[src/rtl/serial_add_seq_if.sv]
// Operand/result handshake bundle for the bit-serial adder sequencer.
// master = producer/consumer side, slave = sequencer side.
interface serial_add_seq_if #(
  parameter int WIDTH = 4
);
  logic             in_valid;
  logic             in_ready;
  logic [WIDTH-1:0] a;
  logic [WIDTH-1:0] b;
  logic             cin;
  logic             out_valid;
  logic             out_ready;
  logic [WIDTH-1:0] sum;
  logic             cout;
  logic             ovf;

  modport master (
    output in_valid, a, b, cin, out_ready,
    input  in_ready, out_valid, sum, cout, ovf
  );

  modport slave (
    input  in_valid, a, b, cin, out_ready,
    output in_ready, out_valid, sum, cout, ovf
  );
endinterface

[src/rtl/serial_add_seq.sv]
// Bit-serial adder sequencer: accepts a/b/cin, adds LSB-first one bit per
// clock, presents sum/cout/ovf. Ports: clk, rst (async high), abort, busy, io.
module serial_add_seq #(
  parameter int WIDTH = 4
) (
  input  logic                clk,
  input  logic                rst,
  input  logic                abort,
  output logic                busy,
  serial_add_seq_if.slave     io
);

  localparam int CW = $clog2(WIDTH) + 1;
  localparam logic [CW-1:0] LAST = CW'(WIDTH - 1);
  localparam logic [CW-1:0] PRE  = CW'(WIDTH - 2);

  typedef enum logic [1:0] {
    IDLE,
    SHIFT,
    DONE
  } state_t;

  state_t state_q, state_d;

  logic [WIDTH-1:0] sa, sb, res;
  logic [WIDTH-1:0] sum_q;
  logic [CW-1:0]    cnt;
  logic             carry, cmsb;
  logic             cout_q, ovf_q;

  logic             s_bit, c_new;
  logic [WIDTH-1:0] res_nxt;

  assign s_bit   = sa[0] ^ sb[0] ^ carry;
  assign c_new   = (sa[0] & sb[0]) | (sa[0] & carry) | (sb[0] & carry);
  assign res_nxt = {s_bit, res[WIDTH-1:1]};

  always_ff @(posedge clk or posedge rst) begin
    if (rst) state_q <= IDLE;
    else     state_q <= state_d;
  end

  always_comb begin
    state_d = state_q;
    unique case (state_q)
      IDLE:    if (io.in_valid) state_d = SHIFT;
      SHIFT: begin
        if (abort)            state_d = IDLE;
        else if (cnt == LAST) state_d = DONE;
      end
      DONE:    if (io.out_ready) state_d = IDLE;
      default: state_d = IDLE;
    endcase
  end

  always_ff @(posedge clk or posedge rst) begin
    if (rst) begin
      sa     <= '0;
      sb     <= '0;
      res    <= '0;
      cnt    <= '0;
      carry  <= 1'b0;
      cmsb   <= 1'b0;
      sum_q  <= '0;
      cout_q <= 1'b0;
      ovf_q  <= 1'b0;
    end else begin
      if (state_q == IDLE && io.in_valid) begin
        sa    <= io.a;
        sb    <= io.b;
        carry <= io.cin;
        cnt   <= '0;
      end else if (state_q == SHIFT && !abort) begin
        sa    <= sa >> 1;
        sb    <= sb >> 1;
        res   <= res_nxt;
        carry <= c_new;
        cnt   <= cnt + 1'b1;
        // carry leaving bit WIDTH-2 is the carry into the MSB
        if (cnt == PRE) cmsb <= c_new;
        if (cnt == LAST) begin
          sum_q  <= res_nxt;
          cout_q <= c_new;
          ovf_q  <= cmsb ^ c_new;
        end
      end
    end
  end

  assign io.in_ready  = (state_q == IDLE);
  assign io.out_valid = (state_q == DONE);
  assign busy         = (state_q == SHIFT);
  assign io.sum       = sum_q;
  assign io.cout      = cout_q;
  assign io.ovf       = ovf_q;

endmodule

[src/flat_wrapper.sv]
// flat-port wrapper written by rule: the top's interface ports become plain ports
module serial_add_seq_flat 
#(
  parameter int WIDTH = 4
)
  (clk, rst, abort, busy, io_in_valid, io_a, io_b, io_cin, io_out_ready, io_in_ready, io_out_valid, io_sum, io_cout, io_ovf);
  serial_add_seq_if #(.WIDTH(WIDTH)) io_i ();
  input  logic clk;
  input  logic rst;
  input  logic abort;
  output logic busy;
  input wire logic [$bits(io_i.in_valid)-1:0] io_in_valid;
  input wire logic [$bits(io_i.a)-1:0] io_a;
  input wire logic [$bits(io_i.b)-1:0] io_b;
  input wire logic [$bits(io_i.cin)-1:0] io_cin;
  input wire logic [$bits(io_i.out_ready)-1:0] io_out_ready;
  output wire logic [$bits(io_i.in_ready)-1:0] io_in_ready;
  output wire logic [$bits(io_i.out_valid)-1:0] io_out_valid;
  output wire logic [$bits(io_i.sum)-1:0] io_sum;
  output wire logic [$bits(io_i.cout)-1:0] io_cout;
  output wire logic [$bits(io_i.ovf)-1:0] io_ovf;
  assign io_i.in_valid = io_in_valid;
  assign io_i.a = io_a;
  assign io_i.b = io_b;
  assign io_i.cin = io_cin;
  assign io_i.out_ready = io_out_ready;
  assign io_in_ready = io_i.in_ready;
  assign io_out_valid = io_i.out_valid;
  assign io_sum = io_i.sum;
  assign io_cout = io_i.cout;
  assign io_ovf = io_i.ovf;
  serial_add_seq #(.WIDTH(WIDTH)) u_core (.clk(clk), .rst(rst), .abort(abort), .busy(busy), .io(io_i));
endmodule
[config.mk]
export PLATFORM = sky130hd
export DESIGN_NAME = serial_add_seq_flat
export DESIGN_NICKNAME = d
export VERILOG_FILES = /design/src/rtl/serial_add_seq_if.sv /design/src/rtl/serial_add_seq.sv /design/src/flat_wrapper.sv
export SDC_FILE = /design/constraint.sdc
export NUM_CORES = 1
export LEC_CHECK = 0
export ABC_AREA = 1
export CELL_PAD_IN_SITES_DETAIL_PLACEMENT = 1
export CELL_PAD_IN_SITES_GLOBAL_PLACEMENT = 2
export CORE_MARGIN = 3
export CORE_UTILIZATION = 30
export DETAILED_ROUTE_END_ITERATION = 8
export PLACE_DENSITY = 0.81
export SYNTH_ARGS = -nofsm -noshare
export SYNTH_HDL_FRONTEND = slang
export SYNTH_SLANG_ARGS = --single-unit
[constraint.sdc]
create_clock -name clk -period 1.4 [get_ports clk]
set_input_delay 0.28 -clock clk [delete_from_list [all_inputs] [get_ports clk]]
set_output_delay 0.28 -clock clk [all_outputs]
set_load 0.02 [all_outputs]
==> flow_summary.rst, run 1 <==
.. list-table::
   :header-rows: 1

   * - Metric
     - Value
   * - Max-capacitance violation count
     - 0
   * - Drt drc
     - 0
   * - Iteration count of the initial detailed-routing pass
     - 2
   * - Clock transition at the registers of the reported paths
     - 0.08 ns
   * - Worst slew margin relative to its limit
     - ~79%
   * - Flip-flop cell with the highest count after synthesis
     - sky130_fd_sc_hd__dfrtp_1
   * - PortBufs
     - 22
   * - Final number of max-transition violations
     - 0
   * - Area of the die
     - roughly 4600 um^2
   * - First-pass GRT wire length
     - around 4.6 mm
   * - Top-area cell type share of the netlist area
     - between 50% and 60%
   * - Proportion of layout cells with a drive suffix above 1
     - between 10% and 20%
   * - Clock latency on the worst-skew pair
     - 0.27 ns
   * - Required arrival time at the worst endpoint
     - ~1.1 ns
   * - R2r worst-path depth
     - 4
   * - Endpoint of the worst register-to-register path
     - u_core.io.ovf$_DFFE_PP0P_
   * - Vias per cell
     - between 4 and 5
   * - RSZ-0062 raised after global routing
     - true
   * - Initial detailed-routing violation count
     - 43
   * - Number of buffers between clock root and the deepest sink
     - 2
   * - VDD IR-drop max
     - a little over 0.0005 V
   * - Number of vias after detailed routing
     - between 900 and 1000
   * - Synthesized instance count
     - 125
   * - Number of nets still failing antenna checks after routing
     - 0
   * - Classification of the worst setup path
     - reg2out
   * - Endpoints failing setup
     - 0
   * - Setup ws final
     - approximately 0.045 ns
   * - Remaining global-route overflow
     - 0
   * - Post-route setup TNS
     - 0 ns
   * - Top cell types by occurrence after synthesis
     - sky130_fd_sc_hd__nand2_1 (41), sky130_fd_sc_hd__nand3_1 (28), sky130_fd_sc_hd__dfrtp_1 (24)
   * - Sinks on the clock net
     - 24
   * - Number of enable-type register cells in the synthesized netlist
     - 0
   * - Post-synthesis net count
     - about 140
   * - Number of placed I/O pins
     - 23
   * - Share of the clock period used by the worst path
     - between 90% and 100%
   * - Sequential cell area fraction in the yosys report
     - 52.98%
   * - Wire length after detailed routing
     - 2.568 mm
   * - Number of warnings reported in the yosys synthesis log
     - 0
   * - Hold slack final
     - around 0.36 ns
   * - Average cell area after synthesis
     - roughly 9.1 um^2
   * - Clock tree from TritonCTS
     - done
   * - Area of the core
     - between 3000 and 4000 um^2
   * - Clock root cell
     - sky130_fd_sc_hd__clkbuf_8
   * - CTS buffer count
     - 3
   * - Final critical path time including I/O delays and setup
     - approximately 1.4 ns
   * - Worst setup slack before clock tree synthesis
     - -0.1312 ns
   * - Number of flip-flops and latches in the synthesized netlist
     - 24
   * - Dominant cell by count in the synthesized netlist
     - sky130_fd_sc_hd__nand2_1
   * - Transition time at the pin with the least slew margin
     - between 0.3 and 0.4 ns
   * - Arrival @ worst endpoint
     - about 1.1 ns
   * - Path class of the lowest-slack min-delay path
     - in2async
   * - Crit end category
     - output port
   * - Worst R2R Start
     - u_core.carry$_DFFE_PP0P_
   * - Power density cells
     - roughly 1700 nW/um^2
   * - Htree depth
     - 1
   * - Post-synthesis cell type with the largest combined area
     - sky130_fd_sc_hd__dfrtp_1
   * - Register-to-register path setup slack
     - roughly 0.1 ns
   * - Vias in the first global route
     - roughly 1000
   * - Largest fanout on the critical path
     - 3
   * - Category of the worst setup path launch point
     - register
   * - Leak
     - between 0.7 and 0.8 nW
   * - Initial standard-cell utilization of the core
     - between 30% and 40%
   * - Average wire length per cell after detail routing
     - about 12 um
   * - Number of antenna violations at the first check in global routing
     - 0
   * - Overall global routing resource usage
     - approximately 13%
   * - Cell area after synthesis
     - about 1100 um^2
   * - Number of distinct library cell variants in the gate-level netlist after synthesis
     - 19
   * - Number of core rows
     - 21
   * - Die X-Extent
     - around 67 um
   * - Post-synthesis to final-layout area growth
     - 34.11%
   * - Half-perimeter wire length after placement
     - between 1.5 and 2 mm
   * - Number of antenna repair diodes
     - 0
   * - Pin count of the biggest net entering global routing
     - 25
   * - Leading post-synthesis cells by cell area
     - sky130_fd_sc_hd__dfrtp_1 (53%), sky130_fd_sc_hd__nand2_1 (14%), sky130_fd_sc_hd__nand3_1 (12%), sky130_fd_sc_hd__ha_1 (3.3%), sky130_fd_sc_hd__inv_1 (2.3%)
   * - Vertical die dimension
     - 67.47 um
   * - Top achievable clock speed
     - between 700 and 800 MHz
   * - Clock Skews
     - 0.003758 ns
   * - Count of nets after finishing
     - roughly 180
   * - Asr flop ratio synth
     - 100.0%
   * - Final Wtd Congestion
     - between 0.7 and 0.8
   * - Final Hold Viols
     - 0
   * - Result of the run
     - finished, final reports clean
==> kinds of logic after synthesis <==
family / share of synthesized area [%]
AND/OR/NAND/NOR: 32.78
flip-flops: 52.98
buffers and inverters: 5.961
AO/OA/AOI/OAI: 2.429
adder cells (fa/ha/maj): 5.078
XOR/XNOR: 0.7728
==> what timing repair did <==
action,4_1_cts,5_1_grt
gates resized for setup,19,4
setup buffers,0,1
hold buffers,0,0
setup endpoints to repair,9,9
==> per-layer routing <==
layer | routed length [um] | part of all wire, % | global-route usage (%)
met5 | 0 | 0 | 0
met4 | 46 | 1.8 | 5.316
met3 | 101 | 3.9 | 2.496
met2 | 1240 | 48 | 22.96
met1 | 1180 | 46 | 16.70
==> worst max-delay path: stages (launching register included) <==
cell                      delay, ns
sky130_fd_sc_hd__dfrtp_1       0.40
sky130_fd_sc_hd__buf_4         0.16
sky130_fd_sc_hd__nor2_8        0.10
sky130_fd_sc_hd__buf_4         0.14
==> stage by stage <==
stage	util, %	instance area (um^2)	cells	power (mW)
2_1_floorplan	-	1134	125	1.821
3_3_place_gp	41.89	1464	201	2.216
3_5_place_dp	41.89	1464	201	2.263
4_1_cts	42.89	1499	205	2.694
5_1_grt	43.50	1520	206	2.917
6_report	43.50	1520	206	2.657
==> layout make-up <==
cell class,count,area [um^2]
inverters,10,37.54
repair buffers,34,296.5
flip-flops and latches,24,600.6
clock buffers,4,55.05
fillers,414,1974
well taps,46,57.56
multi-input cells,88,473.0
==> how the worst max path moves through the flow <==
| stage | from | to |
|---|---|---|
| 2_1_floorplan | u_core.state_q[1]$_DFFE_PP0P_ | u_core.carry$_DFFE_PP0P_ |
| 3_3_place_gp | u_core.state_q[1]$_DFFE_PP0P_ | busy |
| 3_5_place_dp | u_core.state_q[1]$_DFFE_PP0P_ | busy |
| 4_1_cts | u_core.state_q[1]$_DFFE_PP0P_ | busy |
| 5_1_grt | u_core.state_q[0]$_DFFE_PP0P_ | io_in_ready |
| 6_report | u_core.state_q[1]$_DFFE_PP0P_ | busy |
==> sequential cells by signal, indices dropped and copies added, names as in the netlist <==
name	cells
u_core.res	3
u_core.sa	4
u_core.io.sum	4
u_core.cnt	3
u_core.sb	4
u_core.state_q	2
u_core.io.ovf	1
u_core.carry	1
u_core.cmsb	1
u_core.io.cout	1
==> power by group <==
| part | switching (mW) | internal, mW |
|---|---|---|
| sequential | 0.179 | 0.963 |
| combinational | 0.591 | 0.456 |
| clock | 0.217 | 0.251 |
==> layout by cell type (no fill, tap or decap), drive strengths merged <==
cell           instances
nor2                   6
inv                   10
dlygate4sd2            6
nand2                 42
dfrtp                 24
xor2                   1
clkdlybuf4s50         13
o31ai                  1
fa                     1
ha                     3
o21ai                  4
nand3                 30
buf                   15
clkbuf                 4
Note: power is estimated with default switching activity, not from simulation.
==> run 2: changes to the inputs <==
--- a/config.mk
+++ b/config.mk
@@ -6,6 +6,7 @@
 export NUM_CORES = 1
 export LEC_CHECK = 0
 export ABC_AREA = 1
+export CAP_MARGIN = 15
 export CELL_PAD_IN_SITES_DETAIL_PLACEMENT = 1
 export CELL_PAD_IN_SITES_GLOBAL_PLACEMENT = 2
 export CORE_MARGIN = 3
==> results of run 2 <==
Same layout as run 1: the final DEF is identical, and so are final timing and power.
